--- config.mk ---
export PLATFORM = sky130hd
export DESIGN_NAME = lwir_pix_packer
export DESIGN_NICKNAME = d
export VERILOG_FILES = /design/src/rtl/lwir_pkg.sv /design/src/rtl/lwir_beat_fifo.sv /design/src/rtl/lwir_pix_packer.sv
export SDC_FILE = /design/constraint.sdc
export NUM_CORES = 1
export LEC_CHECK = 0
export ABC_AREA = 1
export CAP_MARGIN = 5
export CORE_ASPECT_RATIO = 1.5
export CORE_MARGIN = 1.5
export CORE_UTILIZATION = 40
export DETAILED_ROUTE_END_ITERATION = 10
export HOLD_SLACK_MARGIN = 0.02
export SETUP_SLACK_MARGIN = 0.1
export SYNTH_ARGS = -nofsm -noshare
export SYNTH_HDL_FRONTEND = slang
export SYNTH_HIERARCHICAL = 1
export SYNTH_SLANG_ARGS = --single-unit
--- constraint.sdc ---
create_clock -name ref_clk -period 12.3 [get_ports ref_clk]
set_clock_uncertainty 0.1 [all_clocks]
set_input_delay 2.46 -clock ref_clk [delete_from_list [all_inputs] [get_ports ref_clk]]
set_output_delay 2.46 -clock ref_clk [all_outputs]
set_load 0.1 [all_outputs]
--- src/rtl/lwir_pkg.sv ---
// Shared types for the LWIR pixel packer: FSM states, beat format, lane geometry.
package lwir_pkg;
    localparam int LANE_W = 16;
    localparam int LANES  = 4;
    localparam int BEAT_W = LANE_W * LANES;

    typedef enum logic [2:0] {
        IDLE,
        WAIT_LINE,
        IN_LINE,
        LINE_END,
        DROP
    } state_t;

    typedef struct packed {
        logic [BEAT_W-1:0] data;
        logic              user;
        logic              last;
    } beat_t;
endpackage

--- src/rtl/lwir_beat_fifo.sv ---
// Beat FIFO with a registered head. The head register counts as one of the
// DEPTH slots, so 'full' means DEPTH beats are held in total.
module lwir_beat_fifo
    import lwir_pkg::*;
#(
    parameter int DEPTH = 8
) (
    input  logic  ref_clk,
    input  logic  rstb,
    input  logic  wr_en,
    input  beat_t wr_beat,
    output logic  full,
    input  logic  rd_rdy,
    output logic  rd_vld,
    output beat_t rd_beat
);
    localparam int AW = $clog2(DEPTH);
    localparam int CW = $clog2(DEPTH + 1);

    beat_t          mem [DEPTH];
    logic [AW-1:0]  wr_ptr, rd_ptr;
    logic [CW-1:0]  cnt;
    logic           empty, pop_mem;

    assign empty   = (cnt == '0);
    // Refill the head whenever it is free or being consumed this cycle.
    assign pop_mem = !empty && (!rd_vld || rd_rdy);
    assign full    = (cnt + CW'(rd_vld)) >= CW'(DEPTH);

    // Pointers, occupancy and the registered head.
    always_ff @(posedge ref_clk or negedge rstb) begin
        if (!rstb) begin
            wr_ptr  <= '0;
            rd_ptr  <= '0;
            cnt     <= '0;
            rd_vld  <= 1'b0;
            rd_beat <= '0;
        end else begin
            if (wr_en)   wr_ptr <= wr_ptr + AW'(1);
            if (pop_mem) rd_ptr <= rd_ptr + AW'(1);
            cnt <= cnt + CW'(wr_en) - CW'(pop_mem);
            if (pop_mem) begin
                rd_beat <= mem[rd_ptr];
                rd_vld  <= 1'b1;
            end else if (rd_rdy) begin
                rd_vld  <= 1'b0;
            end
        end
    end

    // Storage array; contents are don't-care until written.
    always_ff @(posedge ref_clk) begin
        if (wr_en) mem[wr_ptr] <= wr_beat;
    end
endmodule

--- src/rtl/lwir_pix_packer.sv ---
// LWIR pixel packer: checks frame geometry, packs 4 pixels per 64-bit beat
// and streams them out through a small FIFO. Faults are sticky flags.
module lwir_pix_packer
    import lwir_pkg::*;
#(
    parameter int PIX_W       = 14,
    parameter int LINE_PIX    = 640,
    parameter int FRAME_LINES = 512,
    parameter int FIFO_DEPTH  = 8
) (
    input  logic             ref_clk,
    input  logic             rstb,
    input  logic             en,
    input  logic             pix_fv,
    input  logic             pix_lv,
    input  logic             pix_vld,
    input  logic [PIX_W-1:0] pix_data,
    output logic [63:0]      m_tdata,
    output logic             m_tvalid,
    input  logic             m_tready,
    output logic             m_tuser,
    output logic             m_tlast,
    input  logic             err_clr,
    output logic             err_ovf,
    output logic             err_geom,
    output logic [15:0]      frame_cnt
);
    localparam int PC_W = $clog2(LINE_PIX + 1);
    localparam int LC_W = $clog2(FRAME_LINES + 1);

    state_t                        state, state_nxt;
    logic                          fv_q;
    logic [PC_W-1:0]               pix_cnt;
    logic [LC_W-1:0]               line_cnt;
    logic [LANES-2:0][LANE_W-1:0]  lanes;   // lane 3 comes straight from the pixel bus
    logic                          sof_pend, frame_err;
    logic                          pix_ok, fv_rise;
    logic                          take, push, ovf, line_done, geom_set, frame_ok, frame_start;
    logic                          fifo_full, fifo_wr;
    beat_t                         beat, head;

    assign pix_ok  = pix_fv && pix_lv && pix_vld;
    assign fv_rise = pix_fv && !fv_q;
    assign beat    = '{data: {LANE_W'(pix_data), lanes},
                       user: sof_pend,
                       last: (pix_cnt == PC_W'(LINE_PIX - 1))};
    assign fifo_wr = push && !ovf;

    // Next state and per-cycle events for the frame/line tracker.
    always_comb begin
        state_nxt   = state;
        take        = 1'b0;
        push        = 1'b0;
        line_done   = 1'b0;
        geom_set    = 1'b0;
        frame_ok    = 1'b0;
        frame_start = 1'b0;
        ovf         = 1'b0;
        unique case (state)
            IDLE: if (fv_rise) begin
                state_nxt   = en ? WAIT_LINE : DROP;
                frame_start = en;
            end
            WAIT_LINE: begin
                if (!pix_fv) begin
                    if (line_cnt == LC_W'(FRAME_LINES) && !frame_err) frame_ok = 1'b1;
                    else                                              geom_set = 1'b1;
                    state_nxt = IDLE;
                end else if (pix_lv && pix_vld) begin
                    if (line_cnt == LC_W'(FRAME_LINES)) begin
                        geom_set  = 1'b1;
                        state_nxt = DROP;
                    end else begin
                        take      = 1'b1;
                        state_nxt = IN_LINE;
                    end
                end
            end
            IN_LINE: begin
                if (pix_ok) begin
                    take = 1'b1;
                    push = (pix_cnt[1:0] == 2'd3);
                    if (pix_cnt == PC_W'(LINE_PIX - 1)) begin
                        line_done = 1'b1;
                        state_nxt = LINE_END;
                    end
                end else if (!pix_fv || !pix_lv) begin
                    geom_set  = 1'b1;
                    state_nxt = DROP;
                end
            end
            LINE_END: begin
                if (pix_ok) geom_set = 1'b1;
                if (!pix_fv || !pix_lv) state_nxt = WAIT_LINE;
            end
            DROP: if (!pix_fv) state_nxt = IDLE;
            default: state_nxt = IDLE;
        endcase
        // A beat that finds no room loses the rest of the frame.
        ovf = push && fifo_full && !(m_tvalid && m_tready);
        if (ovf) state_nxt = DROP;
    end

    // State, counters, lane capture and sticky flags.
    always_ff @(posedge ref_clk or negedge rstb) begin
        if (!rstb) begin
            state     <= IDLE;
            fv_q      <= 1'b1;  // treat fv as already high so a frame in progress is never joined
            pix_cnt   <= '0;
            line_cnt  <= '0;
            lanes     <= '0;
            sof_pend  <= 1'b0;
            frame_err <= 1'b0;
            frame_cnt <= '0;
            err_ovf   <= 1'b0;
            err_geom  <= 1'b0;
        end else begin
            state <= state_nxt;
            fv_q  <= pix_fv;
            if (frame_start) begin
                line_cnt  <= '0;
                pix_cnt   <= '0;
                sof_pend  <= 1'b1;
                frame_err <= 1'b0;
            end
            if (take) begin
                if (pix_cnt[1:0] != 2'd3) lanes[pix_cnt[1:0]] <= LANE_W'(pix_data);
                pix_cnt <= line_done ? '0 : pix_cnt + PC_W'(1);
            end
            if (fifo_wr)   sof_pend  <= 1'b0;
            if (line_done) line_cnt  <= line_cnt + LC_W'(1);
            if (geom_set)  frame_err <= 1'b1;
            if (frame_ok)  frame_cnt <= frame_cnt + 16'd1;
            err_ovf  <= ovf      || (err_ovf  && !err_clr);
            err_geom <= geom_set || (err_geom && !err_clr);
        end
    end

    lwir_beat_fifo #(.DEPTH(FIFO_DEPTH)) u_fifo (
        .ref_clk (ref_clk),
        .rstb    (rstb),
        .wr_en   (fifo_wr),
        .wr_beat (beat),
        .full    (fifo_full),
        .rd_rdy  (m_tready),
        .rd_vld  (m_tvalid),
        .rd_beat (head)
    );

    assign m_tdata = head.data;
    assign m_tuser = head.user;
    assign m_tlast = head.last;
endmodule

==> results of run 1 <==
[synthesized netlist by cell type]
cell type / number
a21o_1: 1
a21oi_1: 5
buf_1: 6
buf_2: 85
buf_4: 12
buf_6: 4
clkbuf_1: 28
conb_1: 1
dfrtp_1: 162
dfstp_2: 1
edfxtp_1: 528
fa_1: 1
ha_1: 16
inv_1: 455
inv_2: 6
nand2_1: 1000
nand2_2: 5
nand3_1: 430
nand3_2: 1
nand3_4: 2
nand3b_1: 3
nand4_1: 55
nor2_1: 42
nor2_2: 5
nor2_4: 4
nor3_1: 12
nor4_1: 1
o2111ai_1: 2
o211ai_1: 1
o21ai_0: 23
o21ai_1: 1
o21bai_1: 1
o22ai_1: 4
o31ai_1: 1
or2_2: 5
xnor2_1: 5
xor2_1: 15
[final cells by class]
class	count	area, um^2
Clock buffer	94	1930
Fill cell	6848	39600
Tap cell	992	1240
Timing Repair Buffer	128	1230
Sequential cell	691	19900
Inverter	461	1740
Clock inverter	27	250
Multi-Input combinational cell	1705	7600
[layer usage]
metal	vias up	share of wire [%]	global-route usage, %	wire length, um
li1	9647	-	-	-
met1	9322	40	22.3	27800
met3	136	5.4	3.35	3740
met5	-	0.045	0	31
met4	4	2.9	6.75	2000
met2	411	52	34.0	36100
[cells by family after synthesis]
| group | share of synthesized area, % |
|---|---|
| buffers and inverters | 8.16 |
| adder cells (fa/ha/maj) | 0.743 |
| flip-flops | 67.2 |
| other | 0.0126 |
| AO/OA/AOI/OAI | 0.734 |
| XOR/XNOR | 0.591 |
| AND/OR/NAND/NOR | 22.5 |
[critical path, stage by stage]
cell             delay (ns)
clkdlybuf4s50_1        0.54
nand2_1                0.10
inv_2                  0.08
nand2_2                0.08
nor2_2                 0.25
nand2_1                0.13
nor2_1                 0.35
inv_1                  0.10
or2_2                  0.40
nor2_4                 0.85
buf_4                  0.72
[path summary, 6_finish.rpt]
| check | from | to |
|---|---|---|
| min | u_fifo/rd_beat[16] | u_fifo/rd_beat[16] |
| max in group asynchronous | rstb | u_fifo/rd_beat[4] |
| max | pix_fv | u_fifo/mem[6][63] |
| max reg2reg | state[1] | u_fifo/mem[6][63] |
| min reg2reg | u_fifo/rd_beat[16] | u_fifo/rd_beat[16] |
| min in group asynchronous | rstb | frame_cnt[8] |
[flip-flops by register name (all words and copies together) (netlist names), 3 cells and up]
| name | flops |
|---|---|
| beat | 42 |
| frame_cnt | 16 |
| line_cnt | 10 |
| pix_cnt | 10 |
| state | 3 |
| u_fifo/cnt | 4 |
| u_fifo/mem | 528 |
| u_fifo/rd_beat | 66 |
| u_fifo/rd_ptr | 3 |
| u_fifo/wr_ptr | 3 |
[power by group through the flow]
stage / clock network (uW) / registers, uW / logic, uW
finish: 2050 / 3110 / 2910
detailed placement: 0 / 3170 / 2940
global route: 2180 / 3150 / 3180
CTS: 2090 / 3120 / 2950
global placement: 0 / 3170 / 2920
floorplan: 0 / 3880 / 1370
[metrics by stage]
step	instances	worst slack, ns	utilization (%)	hold WS [ns]
global placement	3977	5.72	43.2	0.364
CTS	4098	6.28	46.1	0.383
floorplan	2992	5.34	-	0.386
global route	4098	6.07	46.1	0.397
finish	4098	6.33	46.1	0.377
detailed placement	3977	5.65	43.2	0.364
==> key figures, run 1 <==
Outcome
  • Status: finished clean

Logic synthesis
  • Register area share after synthesis: 67.2%
  • Dominant cells by area after synthesis: edfxtp_1, dfrtp_1, nand2_1
  • Synth unique cells: 37
  • Synthesis Warnings: 6
  • Synth Instances: 2,929
  • Top-area cell type share of the netlist area: 53.5%
  • FF+latch count, synth: 691
  • Synthesized area per cell: 10.1 um^2
  • Mapped Area: 29,700 um^2
  • Area leader, netlist: edfxtp_1

Floorplanning
  • Die width: 225 um
  • Die Span Y: 336 um
  • # IOs: 107
  • Placeable Area: 73,600 um^2
  • Starting Density: 40.3%
  • Row count: 122
  • Die area: 75,800 um^2

GRT
  • First-pass GRT wire length: 110 mm
  • GRT overflow: 0
  • Vias in the first global route: 19,400
  • Largest net degree at the start of global routing: 180
  • Antenna violations before repair: 2
  • Global-route usage over all layers: 18.8%

Worst setup path
  • CP Max Fanout: 37
  • WP data arrival: 6.08 ns
  • CP required: 12.42 ns
  • Crit Path Class: input port to flop
  • Worst setup SP type: input port
  • R2r worst-path depth: 10
  • Critical Path Sink Type: flop
  • Reg-to-reg slack, setup: 8.25 ns

Power
  • Clock power frac: 25.4%
  • Part of the power in registers: 38.5%
  • Pleak: 0.0149 uW
  • Power Internal: 4720 uW
  • Overall power: 8070 uW
  • Peak VDD IR: 0.146 mV
  • Net Sw Frac: 41.5%
  • Net switching power: 3350 uW
  • Comb pwr share: 36.1%
  • PwrDens: 238 nW/um^2

STA
  • RSZ-0062 raised after global routing: false
  • Slew Viols, Final: 0
  • Fmax: 0.168 GHz
  • Final setup violation count: 0
  • Worst slew margin: 21.5%
  • Actual slew at the worst max-slew pin: 1.18 ns
  • Final Critical Period: 5.97 ns
  • Setup TNS: 0 ns
  • Endpoints failing hold: 0
  • Final period utilization: 48.5%

Clock tree
  • Clk pin slew, worst setup/hold paths: 0.07 ns
  • Post_cts resized: 0
  • Root buffer cell: clkbuf_16
  • CTS tree: yes
  • # clock sinks: 691
  • Worst-skew pair later-pin latency: 0.60 ns
  • Setup Buffers After CTS: 0
  • # hold bufs at CTS: 0
  • CTS buffer count: 67
  • Bufs on Longest Clock Path: 3
  • H-tree depth: 3

Route
  • DRC viols: 0
  • Post-route ant nets: 0
  • Via density: 4.76
  • DRT Wirelength: 69.6 mm
  • Routed len/inst: 17.0 um
  • Via count: 19,500
  • DRT iter0 DRCs: 1,120
  • Pre-antenna DRT Iters: 6

Layout
  • Ratio of cells with drive above 1 in the final layout: 5.38%
  • Post-route cell area: 33,900 um^2
  • Most frequent cells in the layout: nand2_1, edfxtp_1, inv_1
  • Number of diodes: 0
  • Layout Nets: 3,093
  • Leading cell type in the layout, fill and taps excluded: nand2_1
  • Area grow syn2layout: 14.5%

Hold path
  • Min-delay worst type: flop to flop
  • Cell count of the worst hold path: 2

Placed design
  • Port Buffer Count: 106
  • Routability cong.: 0.838
  • Post-Place Cell Area: 31,800 um^2
  • DP Wirelength: 38.7 mm

Run
  • Count of max-cap constraint violations: 0
Note: power is estimated with default switching activity, not from simulation.
==> run 2, diff against run 1 <==
Clock period 12.3 ns to 5.9 ns, I/O delays scaled along.
==> run 2 against run 1 <==
Compared with the run above:
- non-clock buffer count rose by 3
- clock-buffer cell count down 11
- final cell count is essentially flat
- sequential power rose by 110%
- sequential share of layout area is 0.18 points lower
- clock power rose by 110%
- wire length decreased by 2.2%
- via count is 0.43% lower
- worst hold slack barely moved
- power up 110%
==> key figures, run 2 (synthesis gave the netlist of run 1 again) <==
Outcome
  • Status: finished clean (unchanged)

Hold path
  • Min-delay worst type: flop to flop (unchanged)
  • Hold path endpoint: u_fifo/rd_beat[30] (was u_fifo/rd_beat[16])
  • Cell count of the worst hold path: 2 (unchanged)
  • Worst Hold Launch: u_fifo/rd_beat[30] (was u_fifo/rd_beat[16])

Floorplanning
  • Row count: 122 (unchanged)
  • # IOs: 107 (unchanged)
  • Die area: 75,800 um^2 (unchanged)
  • Die Span Y: 336 um (unchanged)
  • Die width: 225 um (unchanged)
  • Starting Density: 40.3% (unchanged)
  • Placeable Area: 73,600 um^2 (unchanged)

Layout
  • Reg with most FFs: u_fifo/mem (unchanged)
  • Area grow syn2layout: 14.8% (was 14.5%)
  • Max FFs per register: 528 (unchanged)
  • Most frequent cells in the layout: nand2_1, edfxtp_1, inv_1 (unchanged)
  • Ratio of cells with drive above 1 in the final layout: 5.38% (about the same)
  • Final Util: 46.3% (was 46.1%)
  • Number of diodes: 0 (unchanged)
  • Layout Nets: 3,090 (was 3,093)
  • Post-route cell area: 34,000 um^2 (was 33,900 um^2)
  • Leading cell type in the layout, fill and taps excluded: nand2_1 (unchanged)

STA
  • Fmax: 0.245 GHz
  • RSZ-0062 raised after global routing: false (unchanged)
  • Final period utilization: 69.1%
  • Worst hold margin: 0.377 ns (about the same)
  • Actual slew at the worst max-slew pin: 1.06 ns (was 1.18 ns)
  • Final Critical Period: 4.08 ns
  • Worst slew margin: 29.6% (was 21.5%)
  • Endpoints failing hold: 0 (unchanged)
  • Slew Viols, Final: 0 (unchanged)
  • Final WS setup: 1.82 ns (was 6.33 ns)
  • Final setup violation count: 0 (unchanged)
  • Setup TNS: 0 ns (unchanged)

Worst setup path
  • Slowest stage delay, CP: 0.57 ns (was 0.85 ns)
  • Buf+Inv Stages, Crit Path: 4 (unchanged)
  • R2r worst-path depth: 11 (was 10)
  • Reg-to-reg slack, setup: 2.45 ns (was 8.25 ns)
  • Delay-heaviest family, CP: simple AND/OR/NAND/NOR gates (unchanged)
  • WP data arrival: 4.27 ns (was 6.08 ns)
  • Worst R2R End: u_fifo/mem[2][38] (was u_fifo/mem[6][63])
  • Crit Path Class: input port to flop (unchanged)
  • CP required: 6.10 ns (was 12.42 ns)
  • Crit path depth: 11 (unchanged)
  • Critical Path Slowest Stage Cell: nor2_4 (unchanged)
  • Reg2reg start: u_fifo/cnt[1] (was state[1])
  • CP Max Fanout: 37 (unchanged)
  • Worst setup SP type: input port (unchanged)
  • Most frequent CP cell: nand2_1 (unchanged)
  • Critical Path Sink Type: flop (unchanged)
  • Crit path cell chain: clkdlybuf4s50_1 -> nand2_1 -> inv_2 -> nand2_2 -> nor2_2 -> nand2_1 -> nor2_1 -> inv_1 -> or2_2 -> nor2_4 -> buf_12 (was clkdlybuf4s50_1 -> nand2_1 -> inv_2 -> nand2_2 -> nor2_2 -> nand2_1 -> nor2_1 -> inv_1 -> or2_2 -> nor2_4 -> buf_4)

Clock tree
  • CTS buffer count: 61 (was 67)
  • Setup Buffers After CTS: 0 (unchanged)
  • Clk pin slew, worst setup/hold paths: 0.06 ns (was 0.07 ns)
  • Worst-skew pair later-pin latency: 0.63 ns (was 0.60 ns)
  • Post_cts resized: 0 (unchanged)
  • # clock sinks: 691 (unchanged)
  • # hold bufs at CTS: 0 (unchanged)
  • CTS tree: yes (unchanged)
  • Bufs on Longest Clock Path: 3 (unchanged)
  • Root buffer cell: clkbuf_16 (unchanged)
  • H-tree depth: 2 (was 3)

GRT
  • Antenna violations before repair: 0 (was 2)
  • First-pass GRT wire length: 108 mm (was 110 mm)
  • Vias in the first global route: 19,300 (was 19,400)
  • Global-route usage over all layers: 18.4% (was 18.8%)
  • GRT overflow: 0 (unchanged)
  • Largest net degree at the start of global routing: 140 (was 180)

Route
  • Via density: 4.75 (was 4.76)
  • DRT iter0 DRCs: 1,261 (was 1,120)
  • Routed len/inst: 16.6 um (was 17.0 um)
  • DRC viols: 0 (unchanged)
  • Via count: 19,400 (was 19,500)
  • DRT Wirelength: 68.0 mm (was 69.6 mm)
  • Post-route ant nets: 0 (unchanged)
  • Pre-antenna DRT Iters: 7 (was 6)

Placed design
  • Pre-CTS WS: 1.16 ns (was 5.65 ns)
  • DP Wirelength: 38.5 mm (was 38.7 mm)
  • Port Buffer Count: 106 (unchanged)
  • Routability cong.: 0.837 (was 0.838)
  • Post-Place Cell Area: 31,900 um^2 (was 31,800 um^2)

Power
  • PwrDens: 493 nW/um^2 (was 238 nW/um^2)
  • Peak VDD IR: 0.452 mV (was 0.146 mV)
  • Pleak: 0.0149 uW (about the same)

Run
  • Count of max-cap constraint violations: 0 (unchanged)
-- run 2: changes by cell type in the layout (fill, tap and decap cells not counted), moves of 4 or more --
cell / previous run / this run
buf_12: 0 / 8
clkbuf_1: 14 / 8
clkbuf_16: 69 / 63
buf_4: 22 / 17
bufinv_16: 4 / 9
clkinv_1: 5 / 9
-- run 2: worst max-delay path by stage --
stage / start / end / slack [ns]
floorplan: pix_fv / u_fifo/mem[0][0] / 0.22
global placement: pix_fv / u_fifo/mem[2][32] / 1.20
detailed placement: pix_fv / u_fifo/mem[2][32] / 1.16
CTS: pix_fv / u_fifo/mem[2][65] / 1.84
global route: pix_fv / u_fifo/mem[2][39] / 1.58
finish: pix_fv / u_fifo/mem[2][38] / 1.82
-- run 2: worst min-delay path: cells and delay by family (launching register included) --
| family | cells | cell delay [ns] |
|---|---|---|
| simple gates | 2 | 0.10 |
| flops | 1 | 0.34 |
-- run 2: per-stage QoR --
| stage | instances | power, uW |
|---|---|---|
| 5_1_grt | 4096 | 17700 |
| 2_1_floorplan | 2992 | 10900 |
| 6_report | 4096 | 16800 |
| 3_3_place_gp | 3980 | 12700 |
| 4_1_cts | 4096 | 17000 |
| 3_5_place_dp | 3980 | 12700 |
-- run 2: metal layers --
metal	up-vias	global-route usage, %	part of all wire [%]
met1	9349	22.6	42
met4	0	5.77	2.6
li1	9644	-	-
met5	-	0	0
met3	101	2.97	4.4
met2	343	33.1	51
-- run 2: layout make-up --
type	instances	area, um^2
fillers	6858	39500
flip-flops and latches	691	19900
multi-input cells	1705	7600
clock buffers	83	1770
inverters	461	1740
repair buffers	131	1350
well taps	992	1240
clock inverters	33	393
-- run 2: where the power goes --
part	leakage, uW	switching, uW	internal [uW]	total, uW
registers	0.00695	634	5880	6520
clock network	0.00107	1770	2490	4260
logic	0.00692	4510	1490	6010
total	0.0149	6910	9860	16800
==> run 3, diff against run 2 <==
Clock period 5.9 ns to 4.27 ns, I/O delays scaled along.
==> run 3 against run 2 <==
Compared with the run above:
- setup slack worse by 0.79 ns
- clock-buffer cell count up 5
- global-route usage grew 1.2 points
- sequential power increased by 36%
- combinational power up 45%
- power is 41% higher
- first-iteration DRC count is 3.9% higher
==> key figures, run 3 (synthesis gave the netlist of run 1 again) <==
Power
  • Clock power frac: 25.8% (was 25.4%)
  • Comb pwr share: 36.9% (was 35.8%)
  • Peak VDD IR: 0.528 mV (was 0.452 mV)
  • Net Sw Frac: 41.5% (was 41.2%)
  • Power Internal: 13,900 uW (was 9860 uW)
  • Net switching power: 9840 uW (was 6910 uW)
  • PwrDens: 689 nW/um^2 (was 493 nW/um^2)
  • Pleak: 0.0151 uW (was 0.0149 uW)
  • Part of the power in registers: 37.3% (was 38.8%)
  • Overall power: 23,700 uW (was 16,800 uW)

Clock tree
  • H-tree depth: 3 (was 2)
  • Bufs on Longest Clock Path: 3 (unchanged)
  • Post_cts resized: 0 (unchanged)
  • Setup Buffers After CTS: 0 (unchanged)
  • # hold bufs at CTS: 0 (unchanged)
  • Worst-skew pair later-pin latency: 0.62 ns (was 0.63 ns)
  • # clock sinks: 691 (unchanged)
  • CTS tree: yes (unchanged)
  • Root buffer cell: clkbuf_16 (unchanged)
  • Clk pin slew, worst setup/hold paths: 0.06 ns (about the same)
  • CTS buffer count: 67 (was 61)

Worst setup path
  • Crit path depth: 1 (was 11)
  • Worst setup SP type: flop (was input port)
  • Critical Path Slowest Stage Cell: clkdlybuf4s50_1 (was nor2_4)
  • Buf+Inv Stages, Crit Path: 1 (was 4)
  • R2r worst-path depth: 11 (unchanged)
  • Crit path cell chain: clkdlybuf4s50_1 (was clkdlybuf4s50_1 -> nand2_1 -> inv_2 -> nand2_2 -> nor2_2 -> nand2_1 -> nor2_1 -> inv_1 -> or2_2 -> nor2_4 -> buf_12)
  • WP data arrival: 2.28 ns (was 4.27 ns)
  • Delay-heaviest family, CP: buffers and inverters (was simple AND/OR/NAND/NOR gates)
  • CP required: 3.32 ns (was 6.10 ns)
  • Slowest stage delay, CP: 1.18 ns (was 0.57 ns)
  • Crit Path Class: flop to primary output (was input port to flop)
  • CP Max Fanout: 2 (was 37)
  • Critical Path Sink Type: primary output (was flop)

Route
  • Met3 wire length: 4.02 mm (was 2.96 mm)
  • Highest routed metal layer: met5 (was met4)
  • Met2 routed WL: 37.2 mm (was 35.0 mm)
  • Pre-antenna DRT Iters: 5 (was 7)
  • DRC viols: 0 (unchanged)
  • Routed len/inst: 17.7 um (was 16.6 um)
  • DRT Wirelength: 72.8 mm (was 68.0 mm)
  • Post-route ant nets: 0 (unchanged)
  • Via density: 4.82 (was 4.75)
  • Wire length on met1: 29.6 mm (was 28.3 mm)
  • DRT iter0 DRCs: 1,310 (was 1,261)
  • Via count: 19,900 (was 19,400)

STA
  • Slew Viols, Final: 0 (unchanged)
  • Final Critical Period: 3.23 ns
  • Fmax: 0.309 GHz
  • RSZ-0062 raised after global routing: false (unchanged)
  • Final period utilization: 75.7%
  • Actual slew at the worst max-slew pin: 1.17 ns (was 1.06 ns)
  • Final setup violation count: 0 (unchanged)
  • Endpoints failing hold: 0 (unchanged)
  • Worst slew margin: 21.7% (was 29.6%)

Layout
  • Most frequent cells in the layout: nand2_1, edfxtp_1, inv_1 (unchanged)
  • Ratio of cells with drive above 1 in the final layout: 5.94% (was 5.38%)
  • Leading cell type in the layout, fill and taps excluded: nand2_1 (unchanged)
  • Post-Layout Cell Count: 4,121 (was 4,096)
  • Post-route cell area: 34,400 um^2 (was 34,000 um^2)
  • Number of diodes: 0 (unchanged)
  • Max FFs per register: 528 (unchanged)
  • Reg with most FFs: u_fifo/mem (unchanged)
  • Area grow syn2layout: 16.1% (was 14.8%)
  • Layout Nets: 3,113 (was 3,090)
  • Area of the multi-input gates: 7600 um^2 (unchanged)
  • FILL cells: 6,837 (was 6,858)
  • Register Area: 19,900 um^2 (unchanged)

Placed design
  • DP Wirelength: 41.7 mm (was 38.5 mm)
  • Post-Place Cell Area: 32,100 um^2 (was 31,900 um^2)
  • Routability cong.: 0.807 (was 0.837)
  • Placed instance count: 3,997 (was 3,980)
  • Port Buffer Count: 106 (unchanged)

Floorplanning
  • # IOs: 107 (unchanged)
  • Row count: 122 (unchanged)
  • Die Span Y: 336 um (unchanged)
  • Die width: 225 um (unchanged)
  • Placeable Area: 73,600 um^2 (unchanged)
  • Starting Density: 40.3% (unchanged)
  • Die area: 75,800 um^2 (unchanged)

Outcome
  • Status: finished clean (unchanged)

Run
  • Count of max-cap constraint violations: 0 (unchanged)

GRT
  • Global-route usage over all layers: 19.7% (was 18.4%)
  • Largest net degree at the start of global routing: 177 (was 140)
  • GRT overflow: 0 (unchanged)
  • First-pass GRT wire length: 114 mm (was 108 mm)
  • Vias in the first global route: 19,700 (was 19,300)
  • Antenna violations before repair: 1 (was 0)

Hold path
  • Min-delay worst type: input port to asynchronous set/reset pin (was flop to flop)
-- run 3: final timing paths --
kind / startpoint / end / slack, ns
min in group ref_clk: u_fifo/rd_beat[15] / u_fifo/rd_beat[15] / 0.38
max: u_fifo/rd_beat[1] / m_tuser / 1.04
min: rstb / frame_cnt[10] / 0.07
min reg2reg: u_fifo/rd_beat[15] / u_fifo/rd_beat[15] / 0.38
max in group asynchronous: rstb / u_fifo/rd_beat[6] / 3.17
max reg2reg: u_fifo/cnt[1] / u_fifo/mem[4][8] / 1.45
-- run 3: routing by layer --
metal,track usage [%],vias to the layer above
met5,0,-
met4,7.31,2
met3,2.80,113
met2,34.8,522
met1,24.3,9566
li1,-,9679
-- run 3: final cells by class --
type	instances	share of cell area [%]
flip-flops and latches	691	58.0
multi-input cells	1705	22.1
clock buffers	88	5.40
inverters	461	5.07
repair buffers	148	4.70
well taps	992	3.61
clock inverters	36	1.18
-- run 3: stage by stage --
stage                     util (%)  setup WS [ns]  setup TNS (ns)  hold WS [ns]
after floorplan                  -         -0.187          -49.35         0.386
after global placement        43.7          0.531               0         0.364
after detailed placement      43.7          0.507               0         0.366
after CTS                     46.8          0.979               0        0.0514
after global routing          46.8          0.971               0        0.0768
final                         46.8           1.04               0        0.0698
-- run 3: power by group through the flow --
stage	clock network [uW]	registers (uW)	logic (uW)
detailed placement	0	9000	8780
floorplan	0	11200	3950
finish	6120	8850	8730
global route	6480	8960	9460
CTS	6250	8870	8810
global placement	0	9000	8740
